==> src/rtl/ipl_iack_responder.sv <==
// CPU-side interrupt level qualifier and IACK autovector responder.
// Qualifies the encoded IPL lines and answers acknowledge cycles.
module ipl_iack_responder #(
    parameter int unsigned IACK_WAIT = 2,
    parameter bit          AUTO_ACK  = 1'b1
) (
    input  logic       CLK,
    input  logic       RESET,
    input  logic       CLK_EN,
    input  logic       IPL0,
    input  logic       IPL1,
    input  logic [2:0] IMASK,
    input  logic       IACK_REQ,
    input  logic [2:0] IACK_LEVEL,
    output logic       INT_PENDING,
    output logic [2:0] INT_LEVEL,
    output logic       IACK_DONE,
    output logic [7:0] VECTOR,
    output logic       SPURIOUS,
    output logic       WR_ACK,
    output logic [2:0] ACK_BITS
);

    localparam logic [3:0] WAIT_INIT = 4'(IACK_WAIT);
    localparam logic [7:0] AUTOVEC   = 8'h18;

    typedef enum logic [1:0] {
        S_IDLE,
        S_WAIT,
        S_RESP,
        S_HOLD
    } state_t;

    state_t     state;
    state_t     state_nxt;
    logic [2:0] raw;
    logic [2:0] s1;
    logic [2:0] lvl;
    logic [3:0] cnt;
    logic       go;
    logic       valid;
    logic       done_d;
    logic       spur_d;
    logic       wr_d;
    logic [2:0] bits_d;
    logic [7:0] vector_d;

    // IPL2 is tied inactive, so only levels 0..3 can be encoded.
    assign raw = ~{1'b1, IPL1, IPL0};

    always_ff @(posedge CLK) begin
        if (RESET) begin
            state <= S_IDLE;
        end else begin
            state <= state_nxt;
        end
    end

    always_comb begin
        state_nxt = state;
        unique case (state)
            S_IDLE: begin
                if (IACK_REQ) begin
                    state_nxt = S_WAIT;
                end
            end
            S_WAIT: begin
                if (!IACK_REQ) begin
                    state_nxt = S_IDLE;
                end else if (CLK_EN && cnt == 4'd1) begin
                    state_nxt = S_RESP;
                end
            end
            S_RESP: begin
                state_nxt = S_HOLD;
            end
            S_HOLD: begin
                if (!IACK_REQ) begin
                    state_nxt = S_IDLE;
                end
            end
            default: begin
                state_nxt = S_IDLE;
            end
        endcase
    end

    assign go    = (state == S_WAIT) && (state_nxt == S_RESP);
    assign valid = (lvl == INT_LEVEL) && (lvl != 3'd0);

    always_comb begin
        done_d   = 1'b0;
        spur_d   = 1'b0;
        wr_d     = 1'b0;
        bits_d   = 3'b000;
        vector_d = VECTOR;
        if (go) begin
            done_d = 1'b1;
            if (valid) begin
                vector_d = AUTOVEC + {5'd0, lvl};
                if (AUTO_ACK) begin
                    wr_d = 1'b1;
                    unique case (lvl)
                        3'd3:    bits_d = 3'b001;
                        3'd2:    bits_d = 3'b010;
                        3'd1:    bits_d = 3'b100;
                        default: bits_d = 3'b000;
                    endcase
                end
            end else begin
                vector_d = AUTOVEC;
                spur_d   = 1'b1;
            end
        end
    end

    always_ff @(posedge CLK) begin
        if (RESET) begin
            s1          <= 3'd0;
            INT_LEVEL   <= 3'd0;
            INT_PENDING <= 1'b0;
            lvl         <= 3'd0;
            cnt         <= 4'd0;
            IACK_DONE   <= 1'b0;
            SPURIOUS    <= 1'b0;
            WR_ACK      <= 1'b0;
            ACK_BITS    <= 3'b000;
            VECTOR      <= 8'd0;
        end else begin
            INT_PENDING <= (INT_LEVEL > IMASK);
            if (CLK_EN) begin
                s1 <= raw;
                // Two equal consecutive samples filter single-tick glitches.
                if (s1 == raw) begin
                    INT_LEVEL <= raw;
                end
            end
            if (state == S_IDLE && IACK_REQ) begin
                lvl <= IACK_LEVEL;
                cnt <= WAIT_INIT;
            end else if (state == S_WAIT && CLK_EN) begin
                cnt <= cnt - 4'd1;
            end
            IACK_DONE <= done_d;
            SPURIOUS  <= spur_d;
            WR_ACK    <= wr_d;
            ACK_BITS  <= bits_d;
            VECTOR    <= vector_d;
        end
    end

endmodule

==> config.mk <==
export PLATFORM = sky130hd
export DESIGN_NAME = ipl_iack_responder
export DESIGN_NICKNAME = d
export VERILOG_FILES = /design/src/rtl/ipl_iack_responder.sv
export SDC_FILE = /design/constraint.sdc
export NUM_CORES = 1
export LEC_CHECK = 0
export ABC_AREA = 1
export BUFFER_PORTS_ARGS = -buffer_cell sky130_fd_sc_hd__buf_4
export CAP_MARGIN = 20
export CORE_UTILIZATION = 30
export CTS_CLUSTER_DIAMETER = 120
export DETAILED_ROUTE_END_ITERATION = 12
export PLACE_DENSITY = 0.61
export SETUP_SLACK_MARGIN = 0.02
export SYNTH_ARGS = -nofsm -noshare
export SYNTH_HDL_FRONTEND = slang
export SYNTH_SLANG_ARGS = --single-unit
==> constraint.sdc <==
create_clock -name CLK -period 2.1 [get_ports CLK]
set_input_delay 0.42 -clock CLK [delete_from_list [all_inputs] [get_ports CLK]]
set_output_delay 0.42 -clock CLK [all_outputs]
set_load 0.01 [all_outputs]
== Word-level counts from Yosys, hierarchy flattened ==
Index checks and enable logic that the tools add are counted.
Word-level totals
  word-level logic and storage cells: 52
  output and inout bits: 18
  bits in registers: 30
Operators by class
  bitwise logic cells: 3
  add/sub/neg operators: 2
  $lt $le $gt $ge: 1
  equality and inequality tests: 10
  muxes and demuxes: 12
  reductions and logical operators: 12
Operator list (number)
  $mux W2: 6
  $pmux W3 S3: 1
  $pmux W2 S4: 1
  $add A5 B3 Y6 const A: 1
  $eq A2 B2 Y1 const B: 3
  $eq A3 B2 Y1 const B: 2
  $eq A3 B3 Y1: 2
  $mux W6: 1
  $logic_and A1 B1 Y1: 5
  $eq A4 B1 Y1 const B: 1
  $reduce_or A2 Y1: 2
  $sub A4 B1 Y4 const B: 1
  $eq A3 B1 Y1 const B: 1
  $gt A3 B3 Y1: 1
  $mux W1: 3
  $not A3 Y3: 1
  $reduce_bool A3 Y1: 1
  $reduce_or A3 Y1: 1
  $eq A2 B1 Y1 const B: 1
  $logic_not A2 Y1: 1
  $not A1 Y1: 2
  $reduce_and A2 Y1: 1
  $reduce_bool A2 Y1: 1

== Depth between registers and ports, before layout ==
  depth in word-level cells: 9
  depth in mapped cells: 9
  depth with buffers taken out: 9

== Worst setup path after synthesis ==
Ideal clock, no wire load.
  path kind: reg2reg
  start point: reg cnt[1]
  end point: reg VECTOR[1]
  data required time: 1.987 ns
  setup time: 0.113 ns
  cell stages (with the launch flop): 10
  arrival time: 1.020 ns
  buffers on the path: 0
  clock period less this slack: 1.133 ns
  setup slack: 0.967 ns
  path through: dfxtp_1 -> inv_1 -> ha_1 -> nand2_4 -> inv_2 -> nand3_4 -> nor2_1 -> inv_1 -> nand3_1 -> nand2_1
Between the ends
  word-level cells in the longest chain between the ends: 7
Ends and longest elaborated chain
  start: declaration: RTL line 39  | logic [3:0] cnt;
  start signal: assignment: RTL line 142  | cnt <= cnt - 4'd1;
  $eq A4 B1 Y1: RTL line 70  | end else if (CLK_EN && cnt == 4'd1) begin
  $logic_and A1 B1 Y1: RTL line 70
  $mux W2: RTL line 70
  $mux W2: RTL line 68  | if (!IACK_REQ) begin
  $pmux W2 S4: RTL line 61  | unique case (state)
  $eq A2 B2 Y1: RTL line 88  | assign go = (state == S_WAIT) && (state_nxt == S_RESP);
  $logic_and A1 B1 Y1: RTL line 88
  end signal: assignment: RTL line 148  | VECTOR <= vector_d;
  end: declaration: RTL line 18  | output logic [7:0] VECTOR,
Every way passes these cells.
A chain may end at the register's enable or synchronous reset.

== Worst setup path after layout ==
Ends and elaborated chain as after synthesis.

==> flow_summary.rst <==
.. list-table::
   :header-rows: 1

   * - Metric
     - Value
   * - Status
     - finished, final reports clean
   * - Part of the Yosys area used for sequential elements
     - 43.2%
   * - Share of total power consumed by net switching
     - 22.1%
   * - R2r worst-path depth
     - 9
   * - CP max-delay cell
     - sky130_fd_sc_hd__dfxtp_1
   * - Leading cell types by total area after synthesis
     - sky130_fd_sc_hd__dfxtp_1, sky130_fd_sc_hd__nand2_1, sky130_fd_sc_hd__inv_1
   * - RSZ-0062 raised after global routing
     - false
   * - Via count of the first global-routing pass
     - 833
   * - Number of DRC markers in iteration 0
     - 32
   * - Pin count of the biggest net entering global routing
     - 15
   * - Post-synthesis average cell area
     - 7.77 um^2
   * - Avg Vias per Cell
     - 4.27
   * - Required time of the critical path
     - 2270 ps
   * - Share of final-layout standard cells stronger than drive strength 1
     - 23.2%
   * - Category of the critical setup timing path
     - flop to flop
   * - Floorplan core area
     - 3440 um^2
   * - Final ANT Viol Nets
     - 0
   * - Post-CTS clock slew at the launch and capture registers of the worst setup and hold paths
     - 80 ps
   * - Share of flip-flops with an asynchronous set or reset
     - 0%
   * - Power density of the placed cells
     - 712 nW/um^2
   * - Static Leakage
     - 0.658 nW
   * - Cell types with the highest counts after synthesis
     - sky130_fd_sc_hd__nand2_1, sky130_fd_sc_hd__dfxtp_1, sky130_fd_sc_hd__inv_1
   * - Area Growth Syn to Fin
     - 24.7%
   * - Seq pwr share
     - 48.6%
   * - Final total negative setup slack
     - 0 ps
   * - Path category of the worst min-delay check
     - primary input to flop
   * - Gp weighted congestion
     - 0.735
   * - Clk_skew
     - 1.54 ps
   * - FF-to-FF Start
     - cnt[1]
   * - Initial antenna violation count
     - 0
   * - Fmax
     - 788 MHz
   * - Total number of vias
     - 913
   * - Detailed Route WL
     - 1990 um
   * - Die outline area
     - 3950 um^2
   * - Number of maximum-capacitance violations
     - 0
   * - CTS Hold Bufs
     - 0
   * - Top-count cell post-synth
     - sky130_fd_sc_hd__nand2_1
   * - Least setup slack across all paths after layout
     - 831 ps
   * - Switching power total
     - 0.000218 W
   * - Max IR drop VDD
     - 0.328 mV
   * - Min Tclk post-route
     - 1270 ps
   * - Floorplan die width
     - 62.9 um
   * - Final Hold Vio Count
     - 0
   * - Dominant cell type by area after synthesis
     - sky130_fd_sc_hd__dfxtp_1
   * - Number of detailed-route iterations in the first pass
     - 4
   * - Relative contribution of the clock network to total power
     - 40.6%
   * - Critical path fanouts, max
     - 4
   * - End of the worst hold path
     - INT_PENDING
   * - CTS max path bufs
     - 2
   * - Warning count from the yosys run
     - 0
   * - Residual overflow from global routing
     - 0
   * - Number of placement rows
     - 21
   * - Total of cells resized after clock tree synthesis
     - 0
   * - Clock tree root driver cell
     - sky130_fd_sc_hd__clkbuf_8
   * - I/O Buffers
     - 25
   * - Count of nets after finishing
     - 185
   * - Diode count
     - 0
   * - Level count of the clock H-tree
     - 1
   * - Reg-to-reg endpoint
     - VECTOR[1]
   * - Critical Path Sink Type
     - flop
   * - Library cell appearing most often on the critical path
     - sky130_fd_sc_hd__inv_1
   * - Number of synthesized register bits
     - 24
   * - Number of pins exceeding their max-slew limit in the final report
     - 0
   * - Count of flip-flops with a built-in enable after synthesis
     - 0
   * - Insertion delay of the later-clocked pin in the worst-skew pair
     - 260 ps
   * - Minimum setup slack among reg-to-reg paths
     - 830 ps
   * - Number of clock sinks
     - 24
   * - DIE HEIGHT
     - 62.9 um
   * - CTS buffer count
     - 3
   * - Internal portion of total power
     - 0.000768 W
   * - Cell breakdown of the critical path
     - inv_1 -> ha_1 -> nand2_4 -> inv_2 -> nand3_4 -> nor2_1 -> inv_1 -> nand3_1 -> nand2_1
   * - Most used DFF post-synth
     - sky130_fd_sc_hd__dfxtp_1
   * - Library cells used by synthesis
     - 28
   * - CP arrival
     - 1440 ps
   * - Filler Cell Count
     - 357
   * - Number of DRC violations after detailed routing
     - 0
   * - HPWL Detailed
     - 1580 um
   * - Mapped Cells
     - 143
   * - Area share of the largest cell type after synthesis
     - 43.2%
   * - Detail-routed net length per standard cell
     - 9.29 um
   * - Initial standard-cell utilization of the core
     - 32.3%
   * - Worst setup slack before clock tree synthesis
     - 815 ps
   * - Setup bufs post-CTS
     - 0
   * - Startpoint Class
     - flop
   * - TritonCTS clock tree
     - built
   * - Slowest Stage Delay on Critical Path
     - 320 ps
   * - Launch instance of the worst min-delay path
     - IMASK[2]
   * - Share of the clock period used by the worst path
     - 60.4%
   * - Post-synth design cell area
     - 1110 um^2
   * - First-pass GRT wire length
     - 3530 um
   * - Final-report setup violation count
     - 0
   * - Cell count of the worst hold path
     - 2
   * - Number of primary I/O pins
     - 30
   * - Fraction of power consumed by combinational cells
     - 10.8%
   * - Overall fraction of global-route tracks in use
     - 11.3%
metrics by stage:
step / cell area (um^2) / std cells / hold WS [ps] / total power, W / util [%]
after floorplan: 1120 / 146 / 426 / 0.000566 / -
after global placement: 1310 / 210 / 449 / 0.000598 / 38.2
after detailed placement: 1310 / 210 / 432 / 0.000598 / 38.2
after CTS: 1390 / 214 / 296 / 0.000999 / 40.2
after global routing: 1390 / 214 / 296 / 0.00103 / 40.2
final: 1390 / 214 / 301 / 0.000987 / 40.2
registers in the layout, summed over array words and instances (netlist names):
name / cells
ACK_BITS: 3
WR_ACK: 1
SPURIOUS: 1
INT_LEVEL: 2
IACK_DONE: 1
state: 2
INT_PENDING: 1
VECTOR: 4
cnt: 4
s1: 2
lvl: 3
power by group through the flow:
stage                     sequential (W)  combinational (W)  clock, W
final                           0.000480           0.000107  0.000400
after global routing            0.000482           0.000124  0.000428
after CTS                       0.000480           0.000108  0.000411
after detailed placement        0.000491           0.000107         0
after global placement          0.000491           0.000107         0
after floorplan                 0.000490          0.0000766         0
cells by family (layout without fill, tap and decap cells):
logic type               Yosys count  after routing  synth area share [%]
AND/OR/NAND/NOR                   58             58                  26.6
adder cells (fa/ha/maj)            4              4                  4.50
buffers and inverters             31             53                  12.9
other                              1              4                 0.338
flip-flops                        24             24                  43.2
XOR/XNOR                           2              2                  1.58
AO/OA/AOI/OAI                     23             23                  10.8
routing by layer:
layer	wire (um)	GRT usage, %	vias up
met5	0	0	-
met2	902	19.3	27
met3	125	4.93	2
li1	-	-	490
met1	945	12.9	394
met4	14	2.62	0
final cells by class:
class                      instances  area, um^2  share of cell area [%]
clock buffer                       3        41.3                    2.98
clock inverter                     1        30.0                    2.17
inverter                          24        90.1                    6.50
multi-input combinational         91         498                    36.0
sequential                        24         480                    34.7
tap                               46        57.6                    4.16
timing repair buffer              25         188                    13.6
cell usage in the layout (no fill, tap or decap), drive strengths merged, types with 4 or more instances in the layout:
cell	netlist	layout
a21oi	11	11
buf	7	25
conb	1	4
dfxtp	24	24
ha	4	4
inv	24	24
nand2	27	27
nand3	10	10
nor2	15	15
o21ai	10	10
how the worst max path moves through the flow:
stage                end    from
2_1_floorplan  VECTOR[1]  cnt[1]
5_1_grt        VECTOR[0]  cnt[1]
3_5_place_dp      cnt[3]   RESET
3_3_place_gp      cnt[3]   RESET
4_1_cts        VECTOR[1]  cnt[1]
6_report       VECTOR[1]  cnt[1]
critical path: cells and delay by family, from the launching register on:
| kind | cells | cell delay, ps |
|---|---|---|
| adders and majority gates | 1 | 200 |
| and+or+nand+nor | 5 | 380 |
| DFF | 1 | 320 |
| buffers and inverters | 3 | 260 |
Power figures use the tool's default switching activity.
